**src/rtl/hash_sequencer.sv**
```systemverilog
`timescale 1ns/1ps
// -----------------------------------------------------------------------------
// hash_sequencer
//
// Sequences the shared SHA-256 core for one mining job. For every nonce it runs
// three passes over the decoder's block storage (chunk 1, chunk 2 and the
// re-hash of the intermediate digest). It then compares the final digest with
// the difficulty target. On a miss it pulses increment and tries the next
// nonce. On a hit, or once MAX_ATTEMPTS nonces have been tried, it pulses
// hash_done.
//
// Parameters
//   MAX_ATTEMPTS  nonces tried before giving up (>= 1)
//   SHA_TIMEOUT   WAIT cycles tolerated without sha_done before sha_error
//
// Ports
//   clk          system clock
//   n_rst        asynchronous active-low reset
//   begin_hash   pulse: start a new job (honoured only in IDLE)
//   quit_hash    pulse: abort the current job / clear nonce_found
//   difficulty   256-bit target; a digest must be strictly below it
//   sha_done     SHA core pass complete, sha_digest valid
//   sha_digest   SHA core result (bit 255 = MSB)
//   hash_select  block storage select: 0 chunk 1, 1 chunk 2, 2 digest re-hash
//   sha_start    one-cycle pulse launching a SHA pass
//   sha_init     with sha_start: 1 = start from IV, 0 = continue state
//   increment    one-cycle pulse advancing the stored nonce
//   hash_done    one-cycle pulse: job finished (found or exhausted)
//   nonce_found  level: the last job found a valid nonce
//   sha_error    one-cycle pulse: SHA core timed out, job abandoned
//   busy         high whenever the sequencer is not IDLE
//   attempts     nonces tried in the current / last job
// -----------------------------------------------------------------------------
module hash_sequencer #(
   parameter logic [31:0] MAX_ATTEMPTS = 32'hFFFF_FFFF,
   parameter int unsigned SHA_TIMEOUT  = 128
) (
   input  logic         clk,
   input  logic         n_rst,
   input  logic         begin_hash,
   input  logic         quit_hash,
   input  logic [255:0] difficulty,
   input  logic         sha_done,
   input  logic [255:0] sha_digest,
   output logic [1:0]   hash_select,
   output logic         sha_start,
   output logic         sha_init,
   output logic         increment,
   output logic         hash_done,
   output logic         nonce_found,
   output logic         sha_error,
   output logic         busy,
   output logic [31:0]  attempts
);

   // Wide enough to hold the value SHA_TIMEOUT itself.
   localparam int TMO_W = $clog2(SHA_TIMEOUT + 1);

   typedef enum logic [3:0] {
      IDLE     = 4'd0,
      C1_START = 4'd1,
      C1_WAIT  = 4'd2,
      C2_START = 4'd3,
      C2_WAIT  = 4'd4,
      D_START  = 4'd5,
      D_WAIT   = 4'd6,
      COMPARE  = 4'd7,
      INCR     = 4'd8,
      SETTLE   = 4'd9,
      DONE     = 4'd10
   } state_t;

   state_t            state_reg, state_next;
   logic [TMO_W-1:0]  tmo_cnt_reg, tmo_cnt_next;
   logic [255:0]      digest_reg, digest_next;
   logic [31:0]       attempts_reg, attempts_next;
   logic              found_reg, found_next;

   logic              timed_out;
   logic              digest_hit;
   logic              last_attempt;
   logic [31:0]       attempts_inc;

   // The timeout counter is only meaningful inside a WAIT state; it is zero
   // in every START state, so each WAIT begins counting from zero.
   assign timed_out    = (tmo_cnt_reg == TMO_W'(SHA_TIMEOUT));
   assign digest_hit   = (digest_reg < difficulty);
   assign last_attempt = ((attempts_reg + 32'd1) == MAX_ATTEMPTS);
   // Saturating so the counter can never wrap back to zero.
   assign attempts_inc = (attempts_reg == MAX_ATTEMPTS) ? attempts_reg
                                                        : attempts_reg + 32'd1;

   // -------------------------------------------------------------------------
   // State register
   // -------------------------------------------------------------------------
   always_ff @(posedge clk or negedge n_rst) begin
      if (!n_rst) begin
         state_reg    <= IDLE;
         tmo_cnt_reg  <= '0;
         digest_reg   <= '0;
         attempts_reg <= '0;
         found_reg    <= 1'b0;
      end else begin
         state_reg    <= state_next;
         tmo_cnt_reg  <= tmo_cnt_next;
         digest_reg   <= digest_next;
         attempts_reg <= attempts_next;
         found_reg    <= found_next;
      end
   end

   // -------------------------------------------------------------------------
   // Next-state and output logic
   // -------------------------------------------------------------------------
   always_comb begin
      state_next    = state_reg;
      tmo_cnt_next  = '0;
      digest_next   = digest_reg;
      attempts_next = attempts_reg;
      found_next    = found_reg;
      hash_select   = 2'd0;
      sha_start     = 1'b0;
      sha_init      = 1'b0;
      increment     = 1'b0;
      hash_done     = 1'b0;
      sha_error     = 1'b0;

      case (state_reg)
         IDLE: begin
            if (quit_hash) begin
               // quit wins over a simultaneous begin: stay idle
               found_next = 1'b0;
            end else if (begin_hash) begin
               attempts_next = '0;
               found_next    = 1'b0;
               state_next    = C1_START;
            end
         end

         C1_START: begin
            hash_select = 2'd0;
            sha_start   = 1'b1;
            sha_init    = 1'b1;
            state_next  = C1_WAIT;
         end

         C1_WAIT: begin
            hash_select = 2'd0;
            if (timed_out) begin
               sha_error  = 1'b1;
               state_next = IDLE;
            end else if (sha_done) begin
               state_next = C2_START;
            end else begin
               tmo_cnt_next = tmo_cnt_reg + TMO_W'(1);
            end
         end

         C2_START: begin
            // chunk 2 continues from the chunk-1 midstate
            hash_select = 2'd1;
            sha_start   = 1'b1;
            sha_init    = 1'b0;
            state_next  = C2_WAIT;
         end

         C2_WAIT: begin
            hash_select = 2'd1;
            if (timed_out) begin
               sha_error  = 1'b1;
               state_next = IDLE;
            end else if (sha_done) begin
               state_next = D_START;
            end else begin
               tmo_cnt_next = tmo_cnt_reg + TMO_W'(1);
            end
         end

         D_START: begin
            // second SHA-256 over the first digest starts from a fresh IV
            hash_select = 2'd2;
            sha_start   = 1'b1;
            sha_init    = 1'b1;
            state_next  = D_WAIT;
         end

         D_WAIT: begin
            hash_select = 2'd2;
            if (timed_out) begin
               sha_error  = 1'b1;
               state_next = IDLE;
            end else if (sha_done) begin
               digest_next = sha_digest;
               state_next  = COMPARE;
            end else begin
               tmo_cnt_next = tmo_cnt_reg + TMO_W'(1);
            end
         end

         COMPARE: begin
            attempts_next = attempts_inc;
            if (digest_hit) begin
               found_next = 1'b1;
               state_next = DONE;
            end else if (last_attempt) begin
               state_next = DONE;
            end else begin
               state_next = INCR;
            end
         end

         INCR: begin
            increment  = 1'b1;
            state_next = SETTLE;
         end

         SETTLE: begin
            // give block storage a cycle to present the new nonce
            state_next = C1_START;
         end

         DONE: begin
            hash_done  = 1'b1;
            state_next = IDLE;
         end

         default: begin
            state_next = IDLE;
         end
      endcase

      // Abort overrides everything above: no pulses leave the block this
      // cycle, the job result is discarded, and attempts keeps its value.
      if (quit_hash && (state_reg != IDLE)) begin
         state_next    = IDLE;
         tmo_cnt_next  = '0;
         digest_next   = digest_reg;
         attempts_next = attempts_reg;
         found_next    = 1'b0;
         sha_start     = 1'b0;
         sha_init      = 1'b0;
         increment     = 1'b0;
         hash_done     = 1'b0;
         sha_error     = 1'b0;
      end
   end

   assign busy        = (state_reg != IDLE);
   assign nonce_found = found_reg;
   assign attempts    = attempts_reg;

endmodule

```
**config.mk**
```make
export PLATFORM = sky130hd
export DESIGN_NAME = hash_sequencer
export DESIGN_NICKNAME = d
export VERILOG_FILES = /design/src/rtl/hash_sequencer.sv
export SDC_FILE = /design/constraint.sdc
export NUM_CORES = 1
export LEC_CHECK = 0
export ABC_AREA = 1
export BUFFER_PORTS_ARGS = -buffer_cell sky130_fd_sc_hd__buf_2
export CORE_AREA = 2 2 214 216
export CTS_CLUSTER_DIAMETER = 60
export DETAILED_ROUTE_END_ITERATION = 8
export DIE_AREA = 0 0 216 218
export GPL_ROUTABILITY_DRIVEN = 0
export PLACE_DENSITY = 0.8
export SLEW_MARGIN = 10
export SYNTH_ARGS = -nofsm -noshare
export SYNTH_HDL_FRONTEND = slang
export SYNTH_SLANG_ARGS = --single-unit
```
**constraint.sdc**
```tcl
create_clock -name clk -period 2.2 [get_ports clk]
set_clock_uncertainty 0.05 [all_clocks]
set_input_delay 0.22 -clock clk [delete_from_list [all_inputs] [get_ports clk]]
set_output_delay 0.22 -clock clk [all_outputs]
set_load 0.05 [all_outputs]
```
# Yosys cells after proc, flatten, opt, wreduce, memory -nomap -nowiden
# Index checks and enable logic that the tools add are counted.
dict set report classes {
  add_sub_neg 2
  magnitude_cmp 1
  n_eq_ne 23
  n_mux 37
  n_bitwise 2
  reduce_logical 14
}
# operator count
set op_table {}
lappend op_table {{$lt 256x256->1} 1}
lappend op_table {{$mux 32} 3}
lappend op_table {{$eq 32x32->1 const B} 2}
lappend op_table {{$pmux 32 s2} 1}
lappend op_table {{$pmux 4 s10} 1}
lappend op_table {{$mux 4} 9}
lappend op_table {{$add 32x1->32 const B} 1}
lappend op_table {{$mux 8} 4}
lappend op_table {{$eq 4x3->1 const B} 4}
lappend op_table {{$ne 4x4->1 const B} 4}
lappend op_table {{$mux 1} 15}
lappend op_table {{$eq 4x4->1 const B} 3}
lappend op_table {{$reduce_and 5->1} 2}
lappend op_table {{$ne 3x3->1 const B} 3}
lappend op_table {{$add 8x1->8 const B} 1}
lappend op_table {{$eq 4x2->1 const B} 2}
lappend op_table {{$eq 8x8->1 const B} 1}
lappend op_table {{$ne 2x2->1 const B} 3}
lappend op_table {{$reduce_or 2->1} 3}
lappend op_table {{$reduce_or 3->1} 2}
lappend op_table {{$eq 4x1->1 const B} 1}
lappend op_table {{$logic_not 4->1} 1}
lappend op_table {{$mux 2} 2}
lappend op_table {{$pmux 2 s2} 1}
lappend op_table {{8 further kinds} 9}
dict set report word_totals {
  register_bits 301
  in_bits 517
  output_inout_bits 41
  word_cells 84
}

# Longest topological paths before layout
# Gate-level depths: netlist of the first run.
dict set report logic_depth {
  word_depth 6
  depth_mapped 21
}

# Worst setup path after synthesis of the first run
# OpenSTA, ideal clock, no wires.
dict set report synth_path {
  path_type {register to output}
  start {register state_reg[0]}
  end {output hash_done}
  t_arrival_ns 2.098
  setup_slack_ns -0.168
  stages_incl_launch_ff 4
  cell_sequence {dfrtp_1 -> nor2_1 -> inv_1 -> nor4_1}
}
dict set report synth_via {
  elab_chain_len 3
  elab_cells_between_ends 5
  cone_classes {1 x eq/ne; 2 x mux; 2 x reduce/logical}
}
# element line
set synth_lines {}
lappend synth_lines {{start: declaration} 73} ;# state_t state_reg, state_next;
lappend synth_lines {{start signal: assignment} 104} ;# state_reg <= state_next;
lappend synth_lines {{$eq 4x4->1 / $reduce_bool 4->1 (equally long branches)} {128, 234}}
lappend synth_lines {{$mux 1 / $logic_and 1x1->1 (equally long branches)} {128, 234}}
lappend synth_lines {{$mux 1 (*)} 234} ;# if (quit_hash && (state_reg != IDLE)) begin
lappend synth_lines {{end: declaration} 49} ;# output logic hash_done,
# Every way passes the cells marked *; elsewhere a longest branch is shown, timed or not.

# Worst setup path after layout of the first run
dict set report layout_path {
  start {register digest_reg[76]}
  end {register state_reg[1]}
}
dict set report layout_via {
  elab_chain_len 4
}
# element line
set layout_lines {}
lappend layout_lines {{start: declaration} 75} ;# logic [255:0] digest_reg, digest_next;
lappend layout_lines {{start signal: assignment} 106} ;# digest_reg <= digest_next;
lappend layout_lines {{$lt 256x256->1} 87} ;# assign digest_hit = (digest_reg < difficulty);
lappend layout_lines {{$mux 2} 202} ;# if (digest_hit) begin
lappend layout_lines {{$pmux 4 s10} 128} ;# case (state_reg)
lappend layout_lines {{$mux 4} 234}
# Every way passes these cells.
# A chain may end at the register's enable or synchronous reset.

==> results of run 1 <==
==> cells in the final DEF, fill, tap and decap left out, types with 17 or more instances in the layout <==
cell type | Yosys | final
diode_2 | 0 | 19
mux2_2 | 183 | 46
buf_12 | 0 | 22
ha_1 | 259 | 241
ha_4 | 0 | 17
mux2_1 | 72 | 42
o21ai_0 | 71 | 60
buf_2 | 10 | 549
mux2_4 | 0 | 167
dfrtp_1 | 301 | 299
clkbuf_16 | 0 | 54
inv_1 | 349 | 337
nand4_1 | 32 | 32
dlygate4sd3_1 | 0 | 258
nand2_1 | 255 | 235
nand3_1 | 43 | 38
nor2_1 | 118 | 100
xor2_1 | 22 | 22
a21oi_1 | 134 | 128
nor2_2 | 6 | 18
buf_4 | 20 | 83
==> worst paths after layout <==
check | startpoint | end | slack [ns] | cells past startpoint
min reg2reg | digest_reg[201]$_DFFE_PN0P_ | digest_reg[201]$_DFFE_PN0P_ | 0.45 | 1
min | quit_hash | state_reg[0]$_DFFE_PN0P_ | 0.10 | 3
max in group asynchronous | n_rst | attempts[0]$_DFFE_PN0P_ | 1.13 | 3
max | digest_reg[76]$_DFFE_PN0P_ | state_reg[1]$_DFFE_PN0P_ | -0.85 | 12
min in group asynchronous | n_rst | digest_reg[182]$_DFFE_PN0P_ | 0.21 | 2
max reg2reg | digest_reg[76]$_DFFE_PN0P_ | state_reg[1]$_DFFE_PN0P_ | -0.85 | 12
==> cell type report <==
class,instances,area share
multi-input cells,1289,0.381
inverters,352,0.0462
clock inverters,14,0.00735
clock buffers,52,0.0390
diodes,19,0.00164
repair buffers,939,0.239
well taps,600,0.0260
flip-flops and latches,301,0.260
==> report_power, final <==
group | internal, mW | switching [mW]
combinational | 5.34 | 5.15
sequential | 7.45 | 1.52
clock | 4.19 | 2.62
==> worst max-delay path: stages, from the launching register on <==
cell     delay, ns
dfrtp_1       0.53
ha_1          0.57
nand4_1       0.23
nor2_1        0.51
nand4_1       0.27
nor3_4        0.32
nand2_4       0.08
nand2_4       0.06
nand2_2       0.07
nand2_2       0.07
nand2_1       0.05
nand2_1       0.08
a21oi_2       0.05
==> cells by family (layout without fill, tap and decap cells) <==
logic type / count (synthesis) / after routing / share of synthesized area
simple gates: 500 / 500 / 0.113
buf+inv: 386 / 1357 / 0.0825
flops: 301 / 301 / 0.398
fa+ha+maj: 259 / 259 / 0.171
mux: 255 / 255 / 0.152
compound gates: 248 / 248 / 0.0708
xor+xnor: 27 / 27 / 0.0125
other cells: 0 / 19 / 0
==> repair_timing <==
item | in CTS | in global routing
hold endpoints to repair | 319 | 0
setup buffers | 9 | 20
endpoints found under the setup margin | 8 | 99
cloned | 0 | 13
hold buffers | 258 | 0
resized for setup | 81 | 253
pin swaps | 16 | 31
==> metrics by stage <==
step	cells	util	total power [mW]	area [um^2]	hold slack, ns
2_1_floorplan	1976	-	13.4	18900	-0.126
3_3_place_gp	3183	0.515	15.5	23100	0.232
3_5_place_dp	3183	0.515	16.0	23100	0.230
4_1_cts	3515	0.611	23.5	27400	0.0190
5_1_grt	3564	0.644	27.5	28900	0.107
6_report	3566	0.644	26.3	28900	0.101
==> per-layer routing <==
metal / GRT usage / vias to the layer above / share of wire
li1: - / 8502 / -
met1: 0.305 / 9444 / 0.35
met2: 0.489 / 1542 / 0.47
met3: 0.0657 / 635 / 0.097
met4: 0.222 / 10 / 0.088
met5: 0 / - / 0.0015
==> results by group, run 1 <==
Global routing
  – GRT Total Usage: 0.285
  – Number of antenna violations at the first check in global routing: 22
  – GRT overflow: 0
  – Vias in the first global route: just over 20,000
  – First-pass GRT wire length: around 110,000 um
  – Largest net degree at the start of global routing: between 70 and 80

Cells and area
  – Total Nets Final: approximately 3,700
  – Max FFs per register: 256
  – Area delta synth->final: 53.0%
  – Number of fill cells in the layout: 3,053
  – FF/Latch Area: roughly 7500 um^2
  – Share of layout cells above drive strength 1: 0.364
  – Multi-input logic area: roughly 11,000 um^2

Logic synthesis
  – Post-Synthesis Cells: a little under 2,000
  – Synthesized Nets: 2,752
  – Number of synthesized register bits: between 300 and 400
  – Area leader, netlist: dfrtp_1
  – Ys Warns: 0
  – Synth Cell Area: ~19,000 um^2
  – Ranking of synthesized cells by area: dfrtp_1 40%, ha_1 17%, mux2_2 11%
  – Seq/Total Area, Yosys: 0.398
  – Yosys cell types: 41
  – Synth top cells by count: 349 x inv_1, 301 x dfrtp_1, 259 x ha_1
  – Syn Area/Cell: about 9.6 um^2
  – Async SR Flop Fraction: 1.00
  – Most frequent cell after synthesis: inv_1
  – Post-synth EDFFs: 0
  – Post-synth top flop: dfrtp_1
  – Yosys top cell area share: 0.398

CTS
  – CTS root buffer: clkbuf_16
  – Clk sinks: approximately 300
  – Clock transition at path regs: ~0.060 ns
  – TritonCTS clock tree: done
  – Buffer depth of the longest clock path: 3
  – CTS Buf Count: 39
  – Worst skew pair latency: between 0.5 and 0.6 ns
  – H-tree depth reported by CTS: 2

Floorplan
  – Rows: 78
  – CORE AREA: 44,900 um^2
  – Initial core utilization: 0.421
  – Die H: roughly 220 um
  – Die W: approximately 220 um
  – I/O pin count: 558
  – Die Footprint: around 47,000 um^2

Flow run
  – Max Cap Viol: 0

Route
  – Pre-antenna DRT Iters: 5
  – WL/cell: between 20 and 25 um
  – Vias per std cell: 5.65
  – Initial DRC Count: 1,772
  – DRC violations left: 0
  – Vias: between 20,000 and 25,000
  – Drt total wl: 80,100 um
  – Post-DRT Antenna Nets: 0

Timing
  – Hold Vio Cnt, Final: 0
  – Tightest Pin Transition: around 0.73 ns
  – Setup ws final: -0.853 ns
  – RSZ-0062 raised after global routing: true
  – Peak Freq: between 0.3 and 0.4 GHz
  – Final setup violation count: 82
  – Slew Limit Fails: 0
  – Slew HR: 0.513
  – Setup TNS: -3.36 ns
  – Min cycle time layout: 3.05 ns
  – Tcrit/Tclk final: 1.39

Power
  – VDD IR max: ~0.00063 V
  – Leak Pwr: 16.2 nW
  – Pwr per Cell Area: about 910 nW/um^2

Status
  – Status: complete, but fails checks
  – Failing checks: setup timing

Placement
  – Post-DP HPWL: ~44,000 um
  – Pre-CTS setup slack: -0.346 ns
  – Port-buffer cells: between 500 and 600

Worst setup path
  – CP Capture Type: flip-flop
  – Worst Setup Start Kind: flip-flop
  – Critical path fanouts, max: 2
  – Worst Path Arrival: roughly 3.4 ns
  – Worst Path Required: 2.57 ns
  – WS Path Type: reg2reg

Min path
  – Hold Path Class: in2reg
Power figures use the tool's default switching activity.
==> run 2: changes to the inputs <==
--- a/config.mk
+++ b/config.mk
@@ -7,12 +7,15 @@
 export LEC_CHECK = 0
 export ABC_AREA = 1
 export BUFFER_PORTS_ARGS = -buffer_cell sky130_fd_sc_hd__buf_2
-export CORE_AREA = 2 2 214 216
+export CELL_PAD_IN_SITES_DETAIL_PLACEMENT = 2
+export CELL_PAD_IN_SITES_GLOBAL_PLACEMENT = 2
+export CORE_ASPECT_RATIO = 0.8
+export CORE_MARGIN = 2
+export CORE_UTILIZATION = 29
 export CTS_CLUSTER_DIAMETER = 60
 export DETAILED_ROUTE_END_ITERATION = 8
-export DIE_AREA = 0 0 216 218
 export GPL_ROUTABILITY_DRIVEN = 0
-export PLACE_DENSITY = 0.8
+export PLACE_DENSITY = 0.89
 export SLEW_MARGIN = 10
 export SYNTH_ARGS = -nofsm -noshare
 export SYNTH_HDL_FRONTEND = slang
==> results by group, run 2 (synthesis gave the netlist of run 1 again) <==
Worst setup path
  – Stages on the worst setup path: 15 (+3)
  – Reg2reg setup slack: -0.51 ns (+0.34 ns)
  – Worst Path Arrival: 3.08 ns (-0.35 ns)
  – Worst path max stage delay: 0.41 ns (-0.16 ns)
  – R2r startpoint: digest_reg[254]$_DFFE_PN0P_
  – Worst Setup Start Kind: flip-flop
  – Worst Path Required: 2.57 ns (about the same)
  – Highest-delay cell along the critical path: dfrtp_1
  – WP buf/inv: 1 (+1)
  – Critical path fanouts, max: 2 (unchanged)
  – Crit-path most repeated cell: nand2_1
  – Worst path top cell family by delay: simple AND/OR/NAND/NOR gates
  – CP Capture Type: flip-flop
  – WS Path Type: reg2reg
  – RR Endpoint: state_reg[1]$_DFFE_PN0P_
  – CP Cell Sequence: ha_1, nand2_1, nor2_1, nand2_1, nor2_4, nand3_2, nor3b_2, nand2_1, nand2_1, nor2_2, buf_4, nand2_2, nand2_1, nand2_1, a21oi_2
  – Depth of the most critical reg-to-reg path: 15 (+3)

Min path
  – Hold Path End: digest_reg[88]$_DFFE_PN0P_
  – Critical hold path startpoint: sha_digest[88]
  – Worst hold stages: 2 (-1)
  – Hold Path Class: in2reg

Global routing
  – Global routing's busiest layer: met2
  – Met2 Track Usage GR: 0.599 (+0.110)
  – Vias in the first global route: 24,500 (+19%)
  – Met1 Use GR: 0.316 (+0.0119)
  – First-pass GRT wire length: 159,000 um (+51%)
  – Met3 usage: 0.0585 (-0.00714)
  – GRT overflow: 0 (unchanged)
  – Largest net degree at the start of global routing: 68 (-5.6%)
  – Number of antenna violations at the first check in global routing: 58 (+160%)
  – GRT Total Usage: 0.321 (+0.0359)

Power
  – Leak Pwr: 15.6 nW (-3.3%)
  – Pwr per Cell Area: 952 nW/um^2 (+4.8%)
  – VDD IR max: 0.000771 V (+22%)

CTS
  – CTS root buffer: clkbuf_16
  – CTS Buf Count: 43 (+10%)
  – TritonCTS clock tree: done
  – H-tree depth reported by CTS: 2 (unchanged)
  – Clock transition at path regs: 0.06 ns (about the same)
  – Buffer depth of the longest clock path: 3 (unchanged)
  – Worst skew pair latency: 0.56 ns (about the same)
  – Clk sinks: 301 (unchanged)

Route
  – Initial DRC Count: 770 (-57%)
  – Pre-antenna DRT Iters: 5 (unchanged)
  – Vias per std cell: 5.16 (-8.6%)
  – Vias: 20,200 (+0.45%)
  – Post-DRT Antenna Nets: 0 (unchanged)
  – WL/cell: 28.8 um (+28%)
  – DRC violations left: 0 (unchanged)
  – Drt total wl: 113,000 um (+41%)

Floorplan
  – Die H: 232 um (+6.6%)
  – Rows: 83 (+6.4%)
  – Initial core utilization: 0.294 (-0.127)
  – Die Footprint: 67,300 um^2 (+43%)
  – Die W: 289 um (+34%)
  – I/O pin count: 558 (unchanged)
  – CORE AREA: 64,300 um^2 (+43%)

Timing
  – Tcrit/Tclk final: 1.23 (-0.156)
  – Hold Vio Cnt, Final: 0 (unchanged)
  – Setup ws final: -0.510 ns (+0.343 ns)
  – Final setup violation count: 78 (-4.9%)
  – Tightest Pin Transition: 0.658 ns (-0.0729 ns)
  – Slew HR: 0.560 (+0.0467)
  – RSZ-0062 raised after global routing: true
  – Slew Limit Fails: 0 (unchanged)
  – Setup TNS: -3.85 ns (-0.494 ns)
  – Min cycle time layout: 2.71 ns (-0.343 ns)
  – Peak Freq: 0.369 GHz (+13%)

Placement
  – Port-buffer cells: 557 (unchanged)
  – Post-DP HPWL: 66,300 um (+52%)

Cells and area
  – Number of fill cells in the layout: 6,882 (+130%)
  – Area delta synth->final: 51.5%
  – Max FFs per register: 256 (unchanged)
  – Commonest non-fill, non-tap cell in the layout: buf_2
  – Share of layout cells above drive strength 1: 0.358 (-0.00627)
  – Most frequent cells in the layout: 550 x buf_2, 345 x inv_1, 291 x dfrtp_1
  – Total Nets Final: 3,750 (+1.4%)
  – Layout Utilization: 0.446 (-0.199)

Flow run
  – Max Cap Viol: 0 (unchanged)

Status
  – Status: complete, but fails checks
  – Failing checks: setup timing
run 2: changes by cell type in the layout (fill, tap and decap cells not counted), moves of 10 or more:
cell     delta
mux2_4    -167
ha_4       -12
nand2_2    -10
diode_2    +45
ha_1       +12
mux2_2    +137
mux2_1     +30
buf_4      +71
run 2: worst reg2reg max path, delay by kind of cell, from the launching register on:
kind,cells,cell delay (ns)
simple gates,12,1.58
flops,1,0.41
fa+ha+maj,1,0.34
buf+inv,1,0.14
compound gates,1,0.05
run 2: cell type report:
type / instances / area (um^2) / share of cell area
multi-input cells: 1289 / 10200 / 0.356
repair buffers: 987 / 6960 / 0.243
flip-flops and latches: 301 / 7540 / 0.263
clock inverters: 19 / 145 / 0.00507
clock buffers: 59 / 1240 / 0.0432
inverters: 352 / 1320 / 0.0461
well taps: 850 / 1060 / 0.0371
diodes: 64 / 160 / 0.00559
run 2: worst max-delay path by stage:
stage | start | end
3_3_place_gp | digest_reg[95]$_DFFE_PN0P_ | state_reg[1]$_DFFE_PN0P_
6_report | digest_reg[254]$_DFFE_PN0P_ | state_reg[1]$_DFFE_PN0P_
4_1_cts | digest_reg[93]$_DFFE_PN0P_ | state_reg[1]$_DFFE_PN0P_
5_1_grt | attempts[0]$_DFFE_PN0P_ | state_reg[1]$_DFFE_PN0P_
3_5_place_dp | digest_reg[95]$_DFFE_PN0P_ | state_reg[1]$_DFFE_PN0P_
2_1_floorplan | attempts[2]$_DFFE_PN0P_ | state_reg[1]$_DFFE_PN0P_
run 2: what timing repair did:
item                                    CTS  global route
pin swaps                                19            31
gates cloned                              3             0
endpoints found under the setup margin  251           289
setup buffers                             5             1
hold endpoints to repair                312             0
hold buffers                            257             0
resized for setup                        52            68
run 2: power breakdown:
part,leakage (nW),internal [mW],switching (mW),total [mW]
registers,4.00,7.45,1.67,9.12
clock network,0.679,4.00,3.15,7.16
logic,11.0,4.84,6.15,11.0
run 2: metal layers:
layer	wire (um)	share of wire
met1	38700	0.34
met2	59800	0.53
met3	5330	0.047
met4	8950	0.079
met5	33	0.00029
run 2: per-stage QoR:
step                hold WS [ns]  area, um^2  worst slack (ns)  total power, mW  std cells
finish                    0.0529       28600            -0.510             27.3       3921
global route              0.0429       28600            -0.646             28.5       3914
CTS                       0.0124       28300            -0.542             25.5       3856
detailed placement         0.171       24000            -0.813             17.5       3513
global placement           0.159       24000            -0.793             16.1       3513
floorplan                 -0.126       18900            0.0331             13.4       1976
